[src/rtl/seg_scan_ctrl.sv]
// ---------------------------------------------------------------------------
// seg_scan_ctrl
//
// Self-timed 7-segment scan controller for the calculator board. It shows a
// DATA_W-bit value as pages of NDIG hex digits and drives one digit at a time
// through the active-low anode lines. The block also supports raw segment
// bytes, a per-digit decimal point, per-digit blink, leading-zero blanking,
// and automatic page rotation.
//
// Parameters
//   NDIG      number of digits / anodes
//   DATA_W    width of disp_num, a multiple of 4*NDIG
//   SCAN_DIV  clk cycles each digit stays lit
//   FLASH_DIV clk cycles per blink phase
//   PW        page index width (derived)
//
// Ports
//   clk       system clock
//   rst       synchronous active-high reset
//   en        display enable; when low, counters hold and the display is dark
//   disp_num  hex value to show
//   raw_mode  1: show raw_seg bytes instead of decoded hex
//   raw_seg   active-low segment bytes, byte d drives digit d
//   page_sel  manual page select
//   auto_page 1: rotate pages on every full blink period
//   lz_blank  blank leading zeros of the current page (hex mode only)
//   point     decimal point request per digit
//   blink     blink request per digit
//   AN        active-low anode one-hot
//   SEGMENT   active-low {dp,g,f,e,d,c,b,a}
//   page_cur  page currently displayed
// ---------------------------------------------------------------------------
module seg_scan_ctrl #(
  parameter int  NDIG      = 4,
  parameter int  DATA_W    = 64,
  parameter int  SCAN_DIV  = 50000,
  parameter int  FLASH_DIV = 12500000,
  localparam int NPAGE     = DATA_W / (4 * NDIG),
  localparam int PW        = (NPAGE > 1) ? $clog2(NPAGE) : 1
) (
  input  logic                clk,
  input  logic                rst,
  input  logic                en,
  input  logic [DATA_W-1:0]   disp_num,
  input  logic                raw_mode,
  input  logic [8*NDIG-1:0]   raw_seg,
  input  logic [PW-1:0]       page_sel,
  input  logic                auto_page,
  input  logic                lz_blank,
  input  logic [NDIG-1:0]     point,
  input  logic [NDIG-1:0]     blink,
  output logic [NDIG-1:0]     AN,
  output logic [7:0]          SEGMENT,
  output logic [PW-1:0]       page_cur
);

  localparam int PAGE_W = 4 * NDIG;
  localparam int DW     = (NDIG > 1) ? $clog2(NDIG) : 1;
  localparam int SW     = (SCAN_DIV > 1) ? $clog2(SCAN_DIV) : 1;
  localparam int FW     = (FLASH_DIV > 1) ? $clog2(FLASH_DIV) : 1;

  localparam logic [SW-1:0] SCAN_LAST  = SW'(SCAN_DIV - 1);
  localparam logic [FW-1:0] FLASH_LAST = FW'(FLASH_DIV - 1);
  localparam logic [DW-1:0] DIG_LAST   = DW'(NDIG - 1);
  localparam logic [PW-1:0] PAGE_LAST  = PW'(NPAGE - 1);

  // The blink phase is the only piece of state with named values: blinking
  // digits are visible in FLASH_SHOW and dark in FLASH_HIDE.
  typedef enum logic {
    FLASH_SHOW = 1'b0,
    FLASH_HIDE = 1'b1
  } flash_phase_t;

  logic [SW-1:0]      scan_cnt;
  logic [DW-1:0]      dig_idx;
  logic [FW-1:0]      flash_cnt;
  flash_phase_t       flash_phase;

  logic [DATA_W-1:0]  frame_num;
  logic [8*NDIG-1:0]  frame_raw;
  logic [NDIG-1:0]    frame_point;
  logic [NDIG-1:0]    frame_blink;
  logic               frame_lz;

  logic               scan_tc;
  logic               frame_start;
  logic               flash_tc;
  logic [PW-1:0]      page_sel_ok;

  logic [PAGE_W-1:0]  page_word;
  logic [PAGE_W-1:0]  upper;
  logic [3:0]         nibble;
  logic [7:0]         raw_byte;
  logic               lz_hit;
  logic [7:0]         seg_next;

  // Active-low hex decode with the decimal point off.
  function automatic logic [7:0] hex_to_seg(input logic [3:0] n);
    logic [7:0] s;
    case (n)
      4'h0: s = 8'hC0;
      4'h1: s = 8'hF9;
      4'h2: s = 8'hA4;
      4'h3: s = 8'hB0;
      4'h4: s = 8'h99;
      4'h5: s = 8'h92;
      4'h6: s = 8'h82;
      4'h7: s = 8'hF8;
      4'h8: s = 8'h80;
      4'h9: s = 8'h90;
      4'hA: s = 8'h88;
      4'hB: s = 8'h83;
      4'hC: s = 8'hC6;
      4'hD: s = 8'hA1;
      4'hE: s = 8'h86;
      default: s = 8'h8E;
    endcase
    return s;
  endfunction

  // The terminal counts already include en, so nothing below moves while the
  // display is disabled. A frame starts when the last digit's slot expires.
  assign scan_tc     = en && (scan_cnt == SCAN_LAST);
  assign frame_start = scan_tc && (dig_idx == DIG_LAST);
  assign flash_tc    = en && (flash_cnt == FLASH_LAST);

  // Page numbers past the last real page would index beyond disp_num, so
  // they fall back to page 0.
  assign page_sel_ok = (int'(page_sel) < NPAGE) ? page_sel : '0;

  // The slot timer counts the cycles each digit stays lit. When the timer
  // expires, the digit index moves to the next anode and wraps after the last.
  always_ff @(posedge clk) begin
    if (rst) begin
      scan_cnt <= '0;
      dig_idx  <= '0;
    end else if (en) begin
      if (scan_tc) begin
        scan_cnt <= '0;
        dig_idx  <= (dig_idx == DIG_LAST) ? '0 : dig_idx + 1'b1;
      end else begin
        scan_cnt <= scan_cnt + 1'b1;
      end
    end
  end

  // The blink timer flips the phase once every FLASH_DIV enabled cycles. A
  // full show/hide period also sets the pace for automatic page rotation.
  always_ff @(posedge clk) begin
    if (rst) begin
      flash_cnt   <= '0;
      flash_phase <= FLASH_SHOW;
    end else if (flash_tc) begin
      flash_cnt   <= '0;
      flash_phase <= (flash_phase == FLASH_SHOW) ? FLASH_HIDE : FLASH_SHOW;
    end else if (en) begin
      flash_cnt <= flash_cnt + 1'b1;
    end
  end

  // Everything the digits depend on is sampled once per frame, at the wrap
  // back to digit 0. A value that changes while digits are being scanned
  // can therefore never leave a mix of old and new digits on the display.
  always_ff @(posedge clk) begin
    if (rst) begin
      frame_num   <= '0;
      frame_raw   <= '0;
      frame_point <= '0;
      frame_blink <= '0;
      frame_lz    <= 1'b0;
    end else if (frame_start) begin
      frame_num   <= disp_num;
      frame_raw   <= raw_seg;
      frame_point <= point;
      frame_blink <= blink;
      frame_lz    <= lz_blank;
    end
  end

  // In manual mode the page follows page_sel, but only at a frame boundary.
  // In auto mode the page advances on each hide-to-show edge of the blink
  // phase. Leaving auto mode hands control back to page_sel at the next frame
  // start. With a single page the index is pinned to 0.
  always_ff @(posedge clk) begin
    if (rst) begin
      page_cur <= '0;
    end else if (NPAGE == 1) begin
      page_cur <= '0;
    end else if (auto_page) begin
      if (flash_tc && (flash_phase == FLASH_HIDE)) begin
        page_cur <= (page_cur == PAGE_LAST) ? '0 : page_cur + 1'b1;
      end
    end else if (frame_start) begin
      page_cur <= page_sel_ok;
    end
  end

  // Segment pattern for the digit being scanned. upper holds the current
  // digit and everything above it on the page. When upper is zero, the digit
  // is a leading zero (digit 0 is exempt). A blanked digit also drops its
  // point. Blink overrides everything else during the hide phase.
  always_comb begin
    page_word = PAGE_W'(frame_num >> (PAGE_W * int'(page_cur)));
    upper     = page_word >> {dig_idx, 2'b00};
    nibble    = upper[3:0];
    raw_byte  = 8'(frame_raw >> {dig_idx, 3'b000});
    lz_hit    = frame_lz && !raw_mode && (dig_idx != '0) && (upper == '0);
    seg_next  = 8'hFF;

    if (raw_mode) begin
      seg_next = raw_byte;
    end else if (!lz_hit) begin
      seg_next = hex_to_seg(nibble);
    end

    if (frame_point[dig_idx] && !lz_hit) begin
      seg_next[7] = 1'b0;
    end

    if ((flash_phase == FLASH_HIDE) && frame_blink[dig_idx]) begin
      seg_next = 8'hFF;
    end
  end

  // The pins are registered, so they show the digit index one cycle after it
  // moves. Disabling the display darkens the pins on the next cycle.
  always_ff @(posedge clk) begin
    if (rst) begin
      AN      <= '1;
      SEGMENT <= 8'hFF;
    end else if (!en) begin
      AN      <= '1;
      SEGMENT <= 8'hFF;
    end else begin
      AN      <= ~(NDIG'(1) << dig_idx);
      SEGMENT <= seg_next;
    end
  end

endmodule

[config.mk]
export PLATFORM = sky130hd
export DESIGN_NAME = seg_scan_ctrl
export DESIGN_NICKNAME = d
export VERILOG_FILES = /design/src/rtl/seg_scan_ctrl.sv
export SDC_FILE = /design/constraint.sdc
export NUM_CORES = 1
export LEC_CHECK = 0
export CAP_MARGIN = 20
export CORE_UTILIZATION = 48
export CTS_CLUSTER_DIAMETER = 80
export DETAILED_ROUTE_END_ITERATION = 8
export PLACE_DENSITY = 0.82
export SYNTH_ARGS = -nofsm -noshare
export SYNTH_HDL_FRONTEND = slang
export SYNTH_SLANG_ARGS = --single-unit
[constraint.sdc]
create_clock -name clk -period 3.1 [get_ports clk]
set_input_delay 0.31 -clock clk [delete_from_list [all_inputs] [get_ports clk]]
set_output_delay 0.31 -clock clk [all_outputs]
set_load 0.05 [all_outputs]
After elaboration in Yosys (flattened, before gate mapping)
Memory sizes are Yosys's and may differ from the RTL's.
Cells that the tools add are included.
Cells by class
  equal/unequal tests: 5
  bitwise operators: 2
  reductions and logical operators: 19
  muxes and demuxes: 14
  order comparisons: 1
  shifts and indexed selects: 4
  add/subtract/negate cells: 4
Operator list (count)
  64-bit by 6-bit right shift with 16-bit output: 1
  32-bit by 5-bit right shift with 8-bit output: 1
  24-bit by 1-bit adder with 24-bit output, second input constant: 1
  24-bit == test, second input constant: 1
  16-bit by 1-bit adder with 16-bit output, second input constant: 1
  16-bit == test, second input constant: 1
  16-bit logical NOT: 1
  16-bit two-way mux: 1
  8-bit two-way mux: 2
  16-bit by 4-bit right shift with 16-bit output: 1
  2-bit two-way mux: 5
  1-bit logical AND: 9
  2-bit by 1-bit adder with 2-bit output, second input constant: 2
  1-bit binary-select mux with 2-bit select: 2
  2-bit == test, second input constant: 2
  1-bit two-way mux: 4
  4-bit NOT: 1
  2-bit AND reduction: 2
  2-bit nonzero test: 2
  2-bit OR reduction: 2
  1-bit by 2-bit << shifter with 4-bit output, first input constant: 1
  2-bit by 3-bit less-than comparator with 1-bit output, second input constant: 1
  3-bit OR reduction: 1
  1-bit logical NOT: 2
  2 further kinds: 2
Word-level totals
  flip-flop bits (word level): 162
  input port bits: 112
  memories: 1
  ROM bits: 112
  output and inout port bits: 14
  word-level logic and storage cells: 62
Memories
  (no name shown): words 16, width 7, read ports 1, clocked after memory_dff 0, write ports 0, line 100  | case (n)

Depth between registers and ports, before layout
Gate-level depths: netlist of run 1.
  depth in word-level cells: 7
  depth in mapped cells: 13
  depth with buffers taken out: 11

Worst setup path before layout of run 1
Ideal clock, no wire load.
  path kind: register to register
  start: register page_cur[1]
  end: register SEGMENT[3]
  path slack: -0.452 ns
  data required time: 3.040 ns
  period minus slack after synthesis: 3.552 ns
  setup time: 0.060 ns
  buffers on the path: 1
  stages on the path, launching flop included: 12
  arrival: 3.492 ns
  cell sequence: dfxtp_1 -> buf_2 -> mux4_2 -> nor2_1 -> nor2_1 -> o21ai_0 -> ha_1 -> nor4bb_1 -> o21ai_0 -> nor4_1 -> nand2b_1 -> o32a_1
On the way
  cells in the longest elaborated chain, start to end: 6
  elaborated cells on any way between the ends: 7
  classes of those cells: shift (2); mux (2); reduce/logical (2); memory (1)
RTL lines
  from (decl): line 54  | output logic [PW-1:0] page_cur
  from (signal assigned): line 191  | page_cur <= (page_cur == PAGE_LAST) ? '0 : page_cur + 1'b1;
  from (signal assigned): line 194  | page_cur <= page_sel_ok;
  64-bit by 6-bit right shift with 16-bit output (*): line 203  | page_word = PAGE_W'(frame_num >> (PAGE_W * int'(page_cur)));
  16-bit by 4-bit right shift with 16-bit output (*): line 204  | upper = page_word >> {dig_idx, 2'b00};
  branches (longest 2 deep; another with memory 16 x 7 bit)
  8-bit two-way mux (*): line 212  | end else if (!lz_hit) begin
  8-bit two-way mux (*): line 210  | if (raw_mode) begin
  to (signal assigned): line 236  | SEGMENT <= seg_next;
  to (decl): line 53  | output logic [7:0] SEGMENT,
Mark *: on every way between the ends.
A chain may end at the register's enable or synchronous reset.

Worst setup path in the final report of run 1
  start: register page_cur[1]
  end: register SEGMENT[5]
The elaborated chain is that of the path after synthesis.

==> results of run 1 <==
==> stage by stage <==
step | instances | setup WS, ps | hold slack [ps]
after global routing | 1167 | -32.0 | 358
after detailed placement | 1131 | -94.9 | 443
after global placement | 1131 | 214 | 436
final | 1169 | 37.4 | 345
after floorplan | 855 | 67.1 | 427
after CTS | 1162 | 88.1 | 337
==> path summary, 6_finish.rpt <==
kind               endpoint     startpoint  slack [ps]
min          frame_blink[2]            rst         340
max              SEGMENT[5]    page_cur[1]          40
max reg2reg      SEGMENT[5]    page_cur[1]          40
min reg2reg   frame_raw[19]  frame_raw[19]         450
==> registers in the layout, summed over array words and instances, names as in the netlist <==
register and cells:
frame_raw 32, AN 4, frame_num 64, scan_cnt 16
frame_lz 1, flash_cnt 24, SEGMENT 8, page_cur 2
frame_blink 4, frame_point 4, flash_phase 1, dig_idx 2
==> cell usage after synthesis (3+ instances only) <==
master      n
nand2_1   236
dfxtp_1   162
a21oi_1   113
nor2_1     69
clkbuf_1   36
mux4_2     24
xnor2_1    21
xor2_1     16
nor3_1     14
ha_1       13
nand3_1    13
inv_1      12
mux2i_1    12
nand4_1    10
buf_2       8
buf_4       7
nor4_1      6
mux2_2      5
nand2b_1    5
o21ai_0     5
or3_1       5
and3_1      4
mux4_1      4
or4_1       4
buf_6       3
mux2i_4     3
nor2b_1     3
nor4b_1     3
or2_2       3
==> timing repair <==
item	in CTS	in global routing
gates cloned	0	0
pin swaps	1	1
endpoints found under the setup margin	6	6
gates resized for setup	1	3
setup buffers	0	5
==> cell usage in the layout (no fill, tap or decap), drive strengths merged, types with 5 or more instances in the layout <==
master	n
nand2b	5
a21oi	113
nor3	14
nand4	10
ha	13
xor2	16
clkinv	5
nand3	13
mux2i	15
or3	5
clkdlybuf4s50	124
inv	13
nand2	236
xnor2	21
nor4	6
buf	24
o21ai	5
nor2	70
mux2	8
clkbuf	21
mux4	28
dfxtp	162
==> cells by family after synthesis <==
family | Yosys count
buf+inv | 68
compound gates | 141
fa+ha+maj | 13
flops | 162
mux | 51
xor+xnor | 37
simple gates | 383
==> per-layer routing <==
| layer | vias to the layer above | track usage, % | share of wire [%] |
|---|---|---|---|
| li1 | 3140 | - | - |
| met1 | 3033 | 30.4 | 43 |
| met2 | 216 | 40.4 | 49 |
| met3 | 28 | 6.41 | 6.2 |
| met4 | 0 | 8.93 | 1.9 |
| met5 | - | 0 | 0 |
==> power by group through the flow <==
| stage | combinational (uW) | clock [uW] | sequential, uW |
|---|---|---|---|
| CTS | 249 | 2180 | 2100 |
| detailed placement | 247 | 0 | 2150 |
| global placement | 246 | 0 | 2140 |
| finish | 249 | 2150 | 2100 |
| global route | 264 | 2260 | 2100 |
| floorplan | 53.1 | 0 | 2170 |
==> final cells by class <==
class,count,share of cell area (%)
Timing Repair Buffer,148,15.3
Clock inverter,10,1.38
Clock buffer,21,5.09
Sequential cell,162,34.4
Antenna cell,2,0.0529
Multi-Input combinational cell,625,40.8
Tap cell,188,2.49
Inverter,13,0.516
==> metrics.yaml, run 1 <==
floorplan:
  ios: 126
  rows: 45
  fp.dieH_um: 126
  dieWidth_um: 126
  initial_utilization_pct: 48.8
  coreArea_sq_mm: 0.0151
  dieArea_sq_mm: 0.0159
worst_setup_path:
  r2r_cells: 11
  cp.required_ps: 3460
  start_kind: "flop"
  path_depth: 11
  crit_type: "flop to flop"
  endpoint_kind: "flop"
  path_buf_inv: 2
  cp_slowest_cell: "mux4_2"
  worstPathCellList: "mux4_2, mux2i_1, mux2i_1, inv_1, ha_1, nor4bb_1, o21ai_0, nor4_2, buf_4, nand2b_4, o22a_1"
  crit_path_frequent_cell: "mux2i_1"
  path_delay_family: "multiplexers"
  cp_slowest_stage_delay_ps: 560
  cp.arrival_ps: 3430
  worstPathMaxFanout: 8
yosys:
  yosys.area_share.simple_pct: 22.0
  ys_seq_elements: 162
  synthAdderAreaFrac_pct: 2.20
  netlist_area_sq_mm: 0.00740
  synth_edf_count: 0
  synthArstFlopShare_pct: 0
  synthXorXnorAreaFrac_pct: 4.38
  synth-main-ff-cell: "dfxtp_1"
  synth.top_cell.area_share_pct: 43.9
  synth-compound-area-share_pct: 10.7
  avgSynthCellArea_sq_um: 8.65
  seq_area_frac_synth_pct: 43.9
  synth_top_family_by_area: "simple AND/OR/NAND/NOR gates"
  synth_area_leaders: "dfxtp_1, nand2_1, a21oi_1"
  synthMuxAreaShare_pct: 12.6
  yosys.area.top_type: "dfxtp_1"
  synth_cell_type_count: 59
  ys_warn_count: 0
  synth_nets: 980
  synthCells: 855
route:
  wl_per_cell_um: 16.1
  drtPass1Iterations: 5
  drtAntennaViolNets: 0
  vias_per_cell: 5.49
  vias: 6417
  drc: 0
  routed_wirelength_mm: 18.9
  drtIter0Drc: 522
global_route:
  grt_start_max_net_pins: 96
  first_global_vias: 6138
  grt_pass1_wl_mm: 30.3
  grt_use_total_pct: 24.3
  antenna_found_initial: 2
  grt_overflow: 0
clock_tree:
  htree_levels: 4
  cts_buffers: 17
  cts_tree: "done"
  cts_hold_buf: 0
  clk_latency_ps: 420
  cts-root-buf: "clkbuf_16"
  cts_sinks: 162
  cts.path.max_buffers: 2
  cts.clk_slew.worst_paths_ps: 60
pwr:
  p_leak_uw: 0.00322
  netSwitchingFraction_pct: 20.2
  power_density_mw_per_mm2: 476
  clkPwrFrac_pct: 47.8
  irDropWorstVdd_v: 0.000399
  internal_power_uw: 3590
  p_switching_uw: 911
  p_total_uw: 4500
  pwr-share-comb_pct: 5.5
  pwr-share-seq_pct: 46.6
timing:
  worstMarginPinSlew_ps: 708
  setup-tns-final_ps: 0
  report.final.slew_viol_count: 0
  post-route-min-period_ps: 3060
  setup_viol_count_final: 0
  finalHoldViolCount: 0
  fmax_mhz: 327
  max_slew_margin_pct: 52.8
  final.setup_skew_ps: 9.05
  period_share_pct: 98.8
hold_path:
  worstHoldPathType: "primary input to flop"
  hold_path_depth: 2
final_layout:
  nFillCells: 1217
  regArea_sq_mm: 0.00325
  area_delta_synth_final_pct: 27.9
  multi_input_area_sq_mm: 0.00386
  layout.nets: 1092
  fin_area_sq_mm: 0.00946
  drive_above_1_share_pct: 10.2
  fin_util_pct: 62.5
placement:
  place_area_sq_mm: 0.00879
  dp_hpwl_mm: 12.9
  gp_congestion: 0.855
  portBuffers: 125
flow_run:
  drv_cap: 0
run_status:
  status: "complete, no violations"
Power figures use the tool's default switching activity.
==> run 2, diff against run 1 <==
--- a/config.mk
+++ b/config.mk
@@ -9,7 +9,7 @@
 export CORE_UTILIZATION = 48
 export CTS_CLUSTER_DIAMETER = 80
 export DETAILED_ROUTE_END_ITERATION = 8
-export PLACE_DENSITY = 0.82
+export PLACE_DENSITY = 0.79
 export SYNTH_ARGS = -nofsm -noshare
 export SYNTH_HDL_FRONTEND = slang
 export SYNTH_SLANG_ARGS = --single-unit
==> constraint.sdc (replaced) <==
create_clock -name clk -period 3.9 [get_ports clk]
set_input_delay 0.39 -clock clk [delete_from_list [all_inputs] [get_ports clk]]
set_output_delay 0.39 -clock clk [all_outputs]
set_load 0.05 [all_outputs]
==> run 2 against run 1 <==
Net effect: power is 23% lower; combinational power is 22% lower; clock skew is 2.1 ps higher; cell count is 1.5% lower; via count is 1.9% lower; setup slack better by 340 ps; critical path type unchanged; largest cell class unchanged; largest power group is now registers.
==> metrics.yaml, run 2 (synthesis gave the netlist of run 1 again) <==
pwr:
  netSwitchingFraction_pct: 20.6  # was 20.2%
  pwr-share-seq_pct: 48.4  # was 46.6%
  p_switching_uw: 712  # was 911 uW
  irDropWorstVdd_v: 0.000322  # was 0.000399 V
  p_leak_uw: 0.00312  # was 0.00322 uW
  internal_power_uw: 2740  # was 3590 uW
  power_density_mw_per_mm2: 373  # was 476 mW/mm^2
  pwr-share-comb_pct: 5.7  # was 5.5%
  p_total_uw: 3450  # was 4500 uW
  clkPwrFrac_pct: 46.0  # was 47.8%
placement:
  portBuffers: 125  # unchanged
  dp_hpwl_mm: 12.8  # was 12.9 mm
  gp_congestion: 0.880  # was 0.855
clock_tree:
  clk_latency_ps: 430  # was 420 ps
  cts.path.max_buffers: 2  # unchanged
  cts_buffers: 17  # unchanged
  cts-root-buf: "clkbuf_16"  # unchanged
  cts_sinks: 162  # unchanged
  htree_levels: 4  # unchanged
  cts.clk_slew.worst_paths_ps: 60  # about the same
  cts_tree: "done"  # unchanged
floorplan:
  coreArea_sq_mm: 0.0151  # unchanged
  ios: 126  # unchanged
  initial_utilization_pct: 48.8  # unchanged
  dieArea_sq_mm: 0.0159  # unchanged
  dieWidth_um: 126  # unchanged
  rows: 45  # unchanged
  fp.dieH_um: 126  # unchanged
final_layout:
  area_delta_synth_final_pct: 25.3  # was 27.9%
  largest_registers: "frame_num x64, frame_raw x32, flash_cnt x24"  # unchanged
  diodes: 0  # was 2
  layout.nets: 1079  # was 1,092
  nFillCells: 1260  # was 1,217
  mostFrequentLayoutCell: "nand2_1"  # unchanged
  top_register: "frame_num"  # unchanged
  largest_reg_flops: 64  # unchanged
  final_cell_mix: "nand2_1, dfxtp_1, clkdlybuf4s50_1"  # unchanged
  drive_above_1_share_pct: 8.30  # was 10.2%
hold_path:
  worstHoldPathType: "primary input to flop"  # unchanged
  hold_path_depth: 2  # unchanged
global_route:
  antenna_found_initial: 0  # was 2
  grt_pass1_wl_mm: 30.1  # was 30.3 mm
  grt_overflow: 0  # unchanged
  grt_use_total_pct: 24.0  # was 24.3%
  first_global_vias: 6140  # was 6,138
  grt_start_max_net_pins: 102  # was 96
timing:
  rsz0062_at_grt: "no"
  final.setup_skew_ps: 11.1  # was 9.05 ps
  finalHoldViolCount: 0  # unchanged
  period_share_pct: 90.4  # was 98.8%
  report.final.slew_viol_count: 0  # unchanged
  post-route-min-period_ps: 3530  # was 3060 ps
  setup_viol_count_final: 0  # unchanged
  max_slew_margin_pct: 51.7  # was 52.8%
  worstMarginPinSlew_ps: 724  # was 708 ps
  fmax_mhz: 284  # was 327 MHz
  setup-tns-final_ps: 0  # unchanged
route:
  routed_wirelength_mm: 18.3  # was 18.9 mm
  drtAntennaViolNets: 0  # unchanged
  drtIter0Drc: 437  # was 522
  vias_per_cell: 5.47  # was 5.49
  vias: 6297  # was 6,417
  drc: 0  # unchanged
  drtPass1Iterations: 6  # was 5
  wl_per_cell_um: 15.9  # was 16.1 um
worst_setup_path:
  endpoint_kind: "flop"  # unchanged
  r2r_cells: 11  # unchanged
  start_kind: "flop"  # unchanged
  cp.required_ps: 4270  # was 3460 ps
  worstPathCellList: "buf_4, mux4_2, mux2i_1, mux2i_1, inv_1, ha_1, nor4bb_1, o21ai_0, nor4_2, nand2b_1, o32a_1"  # was mux4_2, mux2i_1, mux2i_1, inv_1, ha_1, nor4bb_1, o21ai_0, nor4_2, buf_4, nand2b_4, o22a_1
  cp_slowest_cell: "mux4_2"  # unchanged
  worstPathMaxFanout: 12  # was 8
  cp_slowest_stage_delay_ps: 550  # was 560 ps
  cp.arrival_ps: 3890  # was 3430 ps
  crit_path_frequent_cell: "mux2i_1"  # unchanged
  crit_type: "flop to flop"  # unchanged
flow_run:
  drv_cap: 0  # unchanged
run_status:
  status: "complete, no violations"  # unchanged
## run 2: cell count changes in the layout (fill, tap and decap cells not counted), moves of 2 or more
cell,before,now
buf_4,22,10
clkinvlp_4,2,0
diode_2,2,0
clkbuf_1,1,3
dfxtp_4,2,0
## run 2: area by class of cell
type | instances | area [sq um] | share of cell area (%)
Multi-Input combinational cell | 625 | 3850 | 41.6
Sequential cell | 162 | 3240 | 35.0
Timing Repair Buffer | 135 | 1340 | 14.4
Clock buffer | 22 | 464 | 5.01
Tap cell | 188 | 235 | 2.54
Clock inverter | 7 | 85.1 | 0.918
Inverter | 13 | 48.8 | 0.527
## run 2: worst max-delay path: cells and delay by family, from the launching register on
kind / cells / cell delay (ps)
simple gates: 3 / 1090
mux: 3 / 900
buf+inv: 2 / 440
flops: 1 / 420
compound gates: 2 / 380
fa+ha+maj: 1 / 240
## run 2: per-layer routing
metal	GRT usage [%]	up-vias	wire length [um]
li1	-	3115	-
met5	0	-	0
met4	9.92	0	410
met2	38.3	209	8430
met3	4.89	35	1030
met1	31.8	2938	8440
## run 2: worst paths after layout
| kind | startpoint | endpoint | slack [ps] |
|---|---|---|---|
| max | page_cur[1] | SEGMENT[3] | 370 |
| min | rst | frame_point[2] | 410 |
| max reg2reg | page_cur[1] | SEGMENT[3] | 370 |
| min reg2reg | frame_point[2] | frame_point[2] | 450 |
## run 2: timing repair
item / CTS / global route
gates resized for setup: 0 / 3
hold buffers: 0 / 0
endpoints found under the setup margin: 0 / 7
endpoints found under the hold margin: 0 / 0
buffers inserted: 0 / 0
## run 2: metrics by stage
step                      util, %  std cells  setup slack, ps  hold slack (ps)  instance area [sq um]
after floorplan                 -        855              348              427                   7400
after global placement       57.5       1123              473              435                   8710
after detailed placement     57.5       1123              226              440                   8710
after CTS                    61.1       1152              208              414                   9260
after global routing         61.2       1152             96.5              437                   9270
final                        61.2       1152              374              413                   9270
## run 2: power by group through the flow
| stage | combinational (uW) | sequential (uW) | clock (uW) |
|---|---|---|---|
| 2_1_floorplan | 42.2 | 1720 | 0 |
| 3_3_place_gp | 194 | 1710 | 0 |
| 3_5_place_dp | 195 | 1710 | 0 |
| 4_1_cts | 196 | 1670 | 1600 |
| 5_1_grt | 207 | 1670 | 1670 |
| 6_report | 195 | 1670 | 1590 |
